`config.mk`:
```
export PLATFORM = sky130hd
export DESIGN_NAME = vgapatgen
export DESIGN_NICKNAME = d
export VERILOG_FILES = /design/src/rtl/vgapat_pkg.sv /design/src/rtl/vgapat_box.sv /design/src/rtl/vgapatgen.sv
export SDC_FILE = /design/constraint.sdc
export NUM_CORES = 1
export LEC_CHECK = 0
export ABC_AREA = 1
export BUFFER_PORTS_ARGS = -buffer_cell sky130_fd_sc_hd__buf_2
export CORE_MARGIN = 2
export CORE_UTILIZATION = 40
export CTS_BUF_LIST = sky130_fd_sc_hd__clkbuf_8
export CTS_CLUSTER_SIZE = 20
export DETAILED_ROUTE_END_ITERATION = 8
export SLEW_MARGIN = 20
export SYNTH_ARGS = -nofsm -noshare
export SYNTH_HDL_FRONTEND = slang
export SYNTH_SLANG_ARGS = --single-unit
```
`constraint.sdc`:
```
create_clock -name i_pixclk -period 4.2 [get_ports i_pixclk]
set_clock_uncertainty 0.05 [all_clocks]
set_input_delay 1.26 -clock i_pixclk [delete_from_list [all_inputs] [get_ports i_pixclk]]
set_output_delay 1.26 -clock i_pixclk [all_outputs]
set_load 0.005 [all_outputs]
```
`src/rtl/vgapat_pkg.sv`:
```
// Shared types and colour helpers for the multi-mode VGA test-pattern source.
package vgapat_pkg;

  localparam int unsigned MAX_BPC = 16;

  typedef logic [MAX_BPC-1:0] chan_t;

  typedef struct packed {
    chan_t r;
    chan_t g;
    chan_t b;
  } rgb_t;

  typedef enum logic [2:0] {
    MODE_BARS  = 3'd0,
    MODE_CHECK = 3'd1,
    MODE_RAMP  = 3'd2,
    MODE_HATCH = 3'd3,
    MODE_SOLID = 3'd4,
    MODE_BOX   = 3'd5,
    MODE_RSV6  = 3'd6,
    MODE_RSV7  = 3'd7
  } mode_e;

  typedef enum logic {
    DIR_POS = 1'b0,
    DIR_NEG = 1'b1
  } dir_e;

  function automatic chan_t chan_full(input int unsigned bpc);
    return chan_t'((32'd1 << bpc) - 32'd1);
  endfunction

  // 75% level: the two top bits set, everything below clear.
  function automatic chan_t chan_mid(input int unsigned bpc);
    return chan_t'(32'd3 << (bpc - 32'd2));
  endfunction

  function automatic rgb_t rgb_white(input int unsigned bpc);
    rgb_t c;
    c.r = chan_full(bpc);
    c.g = chan_full(bpc);
    c.b = chan_full(bpc);
    return c;
  endfunction

  function automatic rgb_t rgb_black();
    return '0;
  endfunction

  // Mid-level primaries/secondaries selected by an {R,G,B} enable mask.
  function automatic rgb_t rgb_mid(input int unsigned bpc, input logic [2:0] mask);
    rgb_t c;
    c.r = mask[2] ? chan_mid(bpc) : '0;
    c.g = mask[1] ? chan_mid(bpc) : '0;
    c.b = mask[0] ? chan_mid(bpc) : '0;
    return c;
  endfunction

  function automatic rgb_t rgb_dark_blue(input int unsigned bpc);
    rgb_t c;
    c   = '0;
    c.b = chan_t'(32'd2 << (bpc - 32'd2));
    return c;
  endfunction

  // Bar order: white, yellow, cyan, green, magenta, red, blue, black.
  function automatic logic [2:0] bar_mask(input logic [2:0] bar);
    logic [2:0] m;
    case (bar)
      3'd0:    m = 3'b111;
      3'd1:    m = 3'b110;
      3'd2:    m = 3'b011;
      3'd3:    m = 3'b010;
      3'd4:    m = 3'b101;
      3'd5:    m = 3'b100;
      3'd6:    m = 3'b001;
      default: m = 3'b000;
    endcase
    return m;
  endfunction

endpackage

```
`src/rtl/vgapat_box.sv`:
```
// Bouncing-box position/direction state, stepped once per frame, plus an inside test.
module vgapat_box
  import vgapat_pkg::*;
#(
  parameter int unsigned HW    = 12,
  parameter int unsigned VW    = 12,
  parameter int unsigned BOXSZ = 32
) (
  input  logic          i_pixclk,
  input  logic          i_reset,
  input  logic          i_newframe,
  input  logic [HW-1:0] i_width,
  input  logic [VW-1:0] i_height,
  input  logic [HW-1:0] i_hpos,
  input  logic [VW-1:0] i_ypos,
  output logic [HW-1:0] o_bx,
  output logic [VW-1:0] o_by,
  output logic          o_inside_c
);

  localparam int unsigned HX = HW + 1;
  localparam int unsigned VX = VW + 1;

  logic [HW-1:0] bx_q, bx_d;
  logic [VW-1:0] by_q, by_d;
  dir_e          dx_q, dx_d;
  dir_e          dy_q, dy_d;

  always_ff @(posedge i_pixclk) begin
    if (i_reset) begin
      bx_q <= '0;
      by_q <= '0;
      dx_q <= DIR_POS;
      dy_q <= DIR_POS;
    end else begin
      bx_q <= bx_d;
      by_q <= by_d;
      dx_q <= dx_d;
      dy_q <= dy_d;
    end
  end

  // Extra bit on every sum keeps the edge compares overflow-free.
  always_comb begin
    bx_d = bx_q;
    by_d = by_q;
    dx_d = dx_q;
    dy_d = dy_q;
    if (i_newframe) begin
      if (HX'(i_width) <= HX'(BOXSZ)) begin
        bx_d = '0;
      end else if (dx_q == DIR_POS) begin
        if (HX'(bx_q) + HX'(BOXSZ) + HX'(1) >= HX'(i_width)) begin
          dx_d = DIR_NEG;
          if (bx_q != '0) bx_d = bx_q - HW'(1);
        end else begin
          bx_d = bx_q + HW'(1);
        end
      end else if (bx_q == '0) begin
        dx_d = DIR_POS;
        bx_d = HW'(1);
      end else begin
        bx_d = bx_q - HW'(1);
      end

      if (VX'(i_height) <= VX'(BOXSZ)) begin
        by_d = '0;
      end else if (dy_q == DIR_POS) begin
        if (VX'(by_q) + VX'(BOXSZ) + VX'(1) >= VX'(i_height)) begin
          dy_d = DIR_NEG;
          if (by_q != '0) by_d = by_q - VW'(1);
        end else begin
          by_d = by_q + VW'(1);
        end
      end else if (by_q == '0) begin
        dy_d = DIR_POS;
        by_d = VW'(1);
      end else begin
        by_d = by_q - VW'(1);
      end
    end
  end

  assign o_bx = bx_q;
  assign o_by = by_q;
  assign o_inside_c = (HX'(i_hpos) >= HX'(bx_q)) && (HX'(i_hpos) < HX'(bx_q) + HX'(BOXSZ)) &&
                      (VX'(i_ypos) >= VX'(by_q)) && (VX'(i_ypos) < VX'(by_q) + VX'(BOXSZ));

endmodule

```
`src/rtl/vgapatgen.sv`:
```
// Multi-mode VGA test-pattern source: pixel counters, frame-synchronous mode latch,
// pattern mux and the registered pixel output.
module vgapatgen
  import vgapat_pkg::*;
#(
  parameter int unsigned BITS_PER_COLOR = 8,
  parameter int unsigned HW             = 12,
  parameter int unsigned VW             = 12,
  parameter int unsigned CHKLG          = 5,
  parameter int unsigned GRIDLG         = 6,
  parameter int unsigned BOXSZ          = 32
) (
  input  logic                        i_pixclk,
  input  logic                        i_reset,
  input  logic [HW-1:0]               i_width,
  input  logic [VW-1:0]               i_height,
  input  logic [2:0]                  i_mode,
  input  logic [3*BITS_PER_COLOR-1:0] i_color,
  input  logic                        i_rd,
  input  logic                        i_newline,
  input  logic                        i_newframe,
  output logic [3*BITS_PER_COLOR-1:0] o_pixel
);

  localparam int unsigned BPC = BITS_PER_COLOR;
  localparam int unsigned BPP = 3 * BPC;

  logic [HW-1:0]  hpos_q, hpos_d;
  logic [VW-1:0]  ypos_q, ypos_d;
  logic           dline_q, dline_d;
  mode_e          mode_q, mode_d;
  logic [BPP-1:0] color_q, color_d;
  logic [2:0]     bar_q, bar_d;
  logic [HW-1:0]  hedge_q, hedge_d;
  logic [BPP-1:0] pixel_q, pixel_d;

  logic [HW-1:0]  bar_step;
  logic           checker_c, hatch_c, inside_c;
  logic [BPP-1:0] pattern_c;
  // Box origin is only consumed through the inside flag here.
  logic [HW-1:0]  unused_bx;
  logic [VW-1:0]  unused_by;

  function automatic logic [BPP-1:0] to_pixel(input rgb_t c);
    return {BPC'(c.r), BPC'(c.g), BPC'(c.b)};
  endfunction

  assign bar_step = i_width >> 3;

  vgapat_box #(
    .HW    (HW),
    .VW    (VW),
    .BOXSZ (BOXSZ)
  ) u_box (
    .i_pixclk   (i_pixclk),
    .i_reset    (i_reset),
    .i_newframe (i_newframe),
    .i_width    (i_width),
    .i_height   (i_height),
    .i_hpos     (hpos_q),
    .i_ypos     (ypos_q),
    .o_bx       (unused_bx),
    .o_by       (unused_by),
    .o_inside_c (inside_c)
  );

  always_ff @(posedge i_pixclk) begin
    if (i_reset) begin
      hpos_q  <= '0;
      ypos_q  <= '0;
      dline_q <= 1'b0;
      mode_q  <= MODE_BARS;
      color_q <= '0;
      bar_q   <= '0;
      hedge_q <= bar_step;
      pixel_q <= '0;
    end else begin
      hpos_q  <= hpos_d;
      ypos_q  <= ypos_d;
      dline_q <= dline_d;
      mode_q  <= mode_d;
      color_q <= color_d;
      bar_q   <= bar_d;
      hedge_q <= hedge_d;
      pixel_q <= pixel_d;
    end
  end

  // Frame beats line beats pixel strobe; a strobe under a sync pulse is dropped.
  always_comb begin
    hpos_d  = hpos_q;
    ypos_d  = ypos_q;
    dline_d = dline_q;
    mode_d  = mode_q;
    color_d = color_q;
    bar_d   = bar_q;
    hedge_d = hedge_q;
    pixel_d = pixel_q;
    if (i_newframe) begin
      hpos_d  = '0;
      ypos_d  = '0;
      dline_d = 1'b0;
      mode_d  = mode_e'(i_mode);
      color_d = i_color;
      bar_d   = '0;
      hedge_d = bar_step;
    end else if (i_newline) begin
      hpos_d  = '0;
      if (dline_q) ypos_d = ypos_q + VW'(1);
      dline_d = 1'b0;
      bar_d   = '0;
      hedge_d = bar_step;
    end else if (i_rd) begin
      pixel_d = pattern_c;
      hpos_d  = hpos_q + HW'(1);
      dline_d = 1'b1;
      if (hpos_d >= hedge_q && bar_q != 3'd7) begin
        bar_d   = bar_q + 3'd1;
        hedge_d = hedge_q + bar_step;
      end
    end
  end

  assign checker_c = hpos_q[CHKLG] ^ ypos_q[CHKLG];
  assign hatch_c   = (hpos_q[GRIDLG-1:0] == '0) || (ypos_q[GRIDLG-1:0] == '0) ||
                     (hpos_q == i_width - HW'(1)) || (ypos_q == i_height - VW'(1));

  always_comb begin
    pattern_c = to_pixel(rgb_black());
    case (mode_q)
      MODE_BARS:  pattern_c = to_pixel(rgb_mid(BPC, bar_mask(bar_q)));
      MODE_CHECK: if (checker_c) pattern_c = to_pixel(rgb_white(BPC));
      MODE_RAMP:  pattern_c = {3{hpos_q[BPC-1:0]}};
      MODE_HATCH: if (hatch_c) pattern_c = to_pixel(rgb_white(BPC));
      MODE_SOLID: pattern_c = color_q;
      MODE_BOX:   pattern_c = inside_c ? to_pixel(rgb_white(BPC)) : to_pixel(rgb_dark_blue(BPC));
      default:    pattern_c = to_pixel(rgb_black());
    endcase
  end

  assign o_pixel = pixel_q;

endmodule

```
==> summary.txt <==
Setup path
  – Cell Chain, Critical Path: inv_1, nor3_1, nand3_1, inv_1, nand3_1, nand2_1, inv_1, ha_1, nand2_1, nor2_1, o21ai_0, nand2_1, nand2_1, nand2_1, nand2_1, nand3_1, clkinv_1, nand2_1, nand2_1, nand2_1, a21oi_1
  – Endpoint class of the critical path: flip-flop
  – Cell mode on critical path: nand2_1
  – Slowest CP cell: dfxtp_1
  – CP arrival: 3.77 ns
  – WP data required: 4.46 ns
  – Flop2flop setup slack: 0.69 ns
  – Family with the most delay on the worst path: simple AND/OR/NAND/NOR gates
  – Setup CP Type: flip-flop to flip-flop
  – Crit path buf inv count: 4
  – Startpoint Class: flip-flop
  – CP Max Fanout: 9
  – CP max stage delay: 0.51 ns
  – Worst r2r src: u_box.o_bx[0]
  – Worst Setup SP: u_box.o_bx[0]

Cells and area
  – ANT cells: 0
  – Share of cells above drive strength 1: 10.4%
  – Layout Cells excl Fill: 2,001
  – Synthesis-to-finish area growth: 10.5%
  – Fillers: 2,644
  – Final core occ: 44.9%
  – Post-route cell area: 11,300 µm²
  – Nets: 1,822

Status
  – Status: completed

Timing
  – Measured slew at the worst slew-check pin: 0.845 ns
  – Max transition margin: 43.6%
  – Fin crit share: 83.6%
  – # setup viols final: 0
  – Final Hold Viols: 0
  – Fmax: 0.285 GHz
  – Fin crit period: 3.51 ns
  – Final TNS setup: 0 ns
  – RSZ-0062 raised after global routing: false
  – Crit path setup slack, layout: 0.688 ns
  – Worst Hold Slack: 0.406 ns
  – Final slew viol count: 0

Detailed routing
  – Vias/cell: 5.10
  – Wire per inst: 14.7 µm
  – Antenna viol nets, final: 0
  – DRT Wirelength: 29.5 mm
  – Initial DRC count: 691
  – DR vias: 10,200
  – DRT Pass-1 Iters: 5
  – DR DRC count: 0

Synthesis
  – Largest area contributor in the netlist: dfxtp_1
  – Syn avg cell area: 6.44 µm²
  – Asr flop ratio synth: 0%
  – EDFF count, synth: 9
  – Synth top area share: 21.1%
  – Mapped Area: 10,200 µm²
  – Register bit total from synthesis: 117
  – Synthesized netlist cell count: 1,591
  – Seq/Total Area, Yosys: 23.7%
  – Main area contributors after synthesis: dfxtp_1 21%, nand2_1 13%, ha_1 13%, inv_1 8.0%, nor2_1 6.8%
  – Count of cell types in the netlist: 53
  – Synth Warn #: 0
  – Post-Syn Nets: 1,755
  – Prevailing post-synth register cell: dfxtp_1

Min path
  – Min-Delay Path Class: flip-flop to flip-flop
  – Min-delay src: color_q[12]

CTS
  – CTS tree: yes
  – Maximum clock insertion buffer count: 2
  – Reg clk slew, reported paths: 0.08 ns
  – Skew-Pair Late Insertion Delay: 0.44 ns
  – Root Buffer: clkbuf_8
  – Resized cells post-CTS: 0
  – Num CTS Buffers: 17
  – # hold bufs at CTS: 0
  – Depth of the CTS H-tree: 4
  – CTS sink cnt: 117
  – Post-CTS setup buffers: 0

Power and ir drop
  – VDD IR max: 190 µV
  – Pleak: 5.68 nW
  – PD cells: 259 nW/µm²
  – Total Power: 2.94 mW

Floorplanning
  – Die X: 164 µm
  – # IOs: 80
  – Standard-cell rows: 58
  – Area of the core: 25,200 µm²
  – Die Ht: 164 µm
  – Area of the die: 26,900 µm²
  – Initial Utilization: 40.7%

GRT
  – Global-route usage over all layers: 22.1%
  – GRT overflow: 0
  – First-pass GRT wire length: 47.4 mm
  – Vias in the first global route: 9,371
  – Initial antenna violation count: 0
  – Largest net degree at the start of global routing: 50

Placed design
  – Gpl congestion: 0.895
  – DP Worst Slack: 0.693 ns
  – Placed Area: 10,900 µm²
  – IO Port Bufs: 79
  – Placed cells: 1,969
  – Post-DP HPWL: 23.0 mm

Flow run
  – Total of max-cap violations: 0
## layer usage
metal  vias to the layer above  part of all wire [%]  wire, µm  GRT usage (%)
met1                      4695                    49     14400           29.9
met4                         0                  0.76       223           3.95
li1                       5304                     -         -              -
met2                       192                    47     13800           37.7
met5                         -                     0         0              0
met3                        15                   3.7      1090           3.28
## cells in the mapped netlist (all sizes together), types with 2 or more instances
master / instances
nor4: 2
nor3: 29
o21a: 4
o31ai: 2
nand2: 365
a21o: 2
o22ai: 3
o21ai: 108
clkinv: 3
nand3b: 8
a21oi: 131
a31oi: 4
ha: 107
buf: 24
dfxtp: 108
nand3: 121
nand4: 21
or2: 6
o2111ai: 3
edfxtp: 9
inv: 224
xor2: 68
nor3b: 3
o21bai: 2
nor2: 193
clkbuf: 22
a211oi: 2
xnor2: 9
## worst paths after layout
| kind | cells past startpoint | to |
|---|---|---|
| max reg2reg | 21 | u_box.o_bx[4] |
| min reg2reg | 2 | color_q[12] |
| max | 21 | u_box.o_bx[4] |
| min | 2 | color_q[12] |
## where the power goes
group	total (mW)	switching, mW	internal, mW	leakage, nW
logic	0.666	0.420	0.246	4.51
registers	1.21	0.0394	1.17	0.974
clock network	1.06	0.531	0.530	0.196
total	2.94	0.991	1.94	5.68
## kinds of logic after synthesis
group,share of synthesized area (%)
xor gates and xnor gates,6.88
DFF,23.7
buffers and inverters,10.8
and+or+nand+nor,31.7
adders and majority gates,13.3
AOI/OAI and AO/OA,13.6
## layout make-up
cell class | count | area, µm² | share of cell area [%]
Sequential cell | 117 | 2430 | 21.5
Tap cell | 330 | 413 | 3.65
Clock inverter | 15 | 156 | 1.38
Multi-Input combinational cell | 1199 | 6710 | 59.3
Clock buffer | 17 | 234 | 2.07
Timing Repair Buffer | 96 | 523 | 4.62
Inverter | 227 | 853 | 7.54
## sequential cells by signal, summed over array words and instances (netlist names)
signal and cells:
o_pixel 24, u_box.o_bx 12, u_box.dx_q 1, hpos_q 12
hedge_q 12, ypos_q 12, mode_q 3, u_box.o_by 12
bar_q 3, dline_q 1, u_box.dy_q 1, color_q 24
## tightest hold or removal path, cell delays in order, from the launching register on
cell,delay (ns)
dfxtp_1,0.30
inv_1,0.06
a21oi_1,0.06
## placed cells by master (no fill, tap or decap), drive strengths merged, types with 2 or more instances in the layout
cell / instances
buf: 96
o31ai: 2
a211oi: 2
dfxtp: 108
o21bai: 2
bufinv: 2
o22ai: 3
a21o: 2
nand2: 365
nor3: 29
nand4: 21
o2111ai: 3
clkbuf: 17
or2: 6
edfxtp: 9
clkinvlp: 3
nor3b: 3
a21oi: 131
xnor2: 9
xor2: 68
ha: 107
o21ai: 108
clkinv: 8
nor4: 2
o21a: 4
nand3b: 8
inv: 229
nand3: 121
a31oi: 4
nor2: 193
Note: power is estimated with default switching activity, not from simulation.
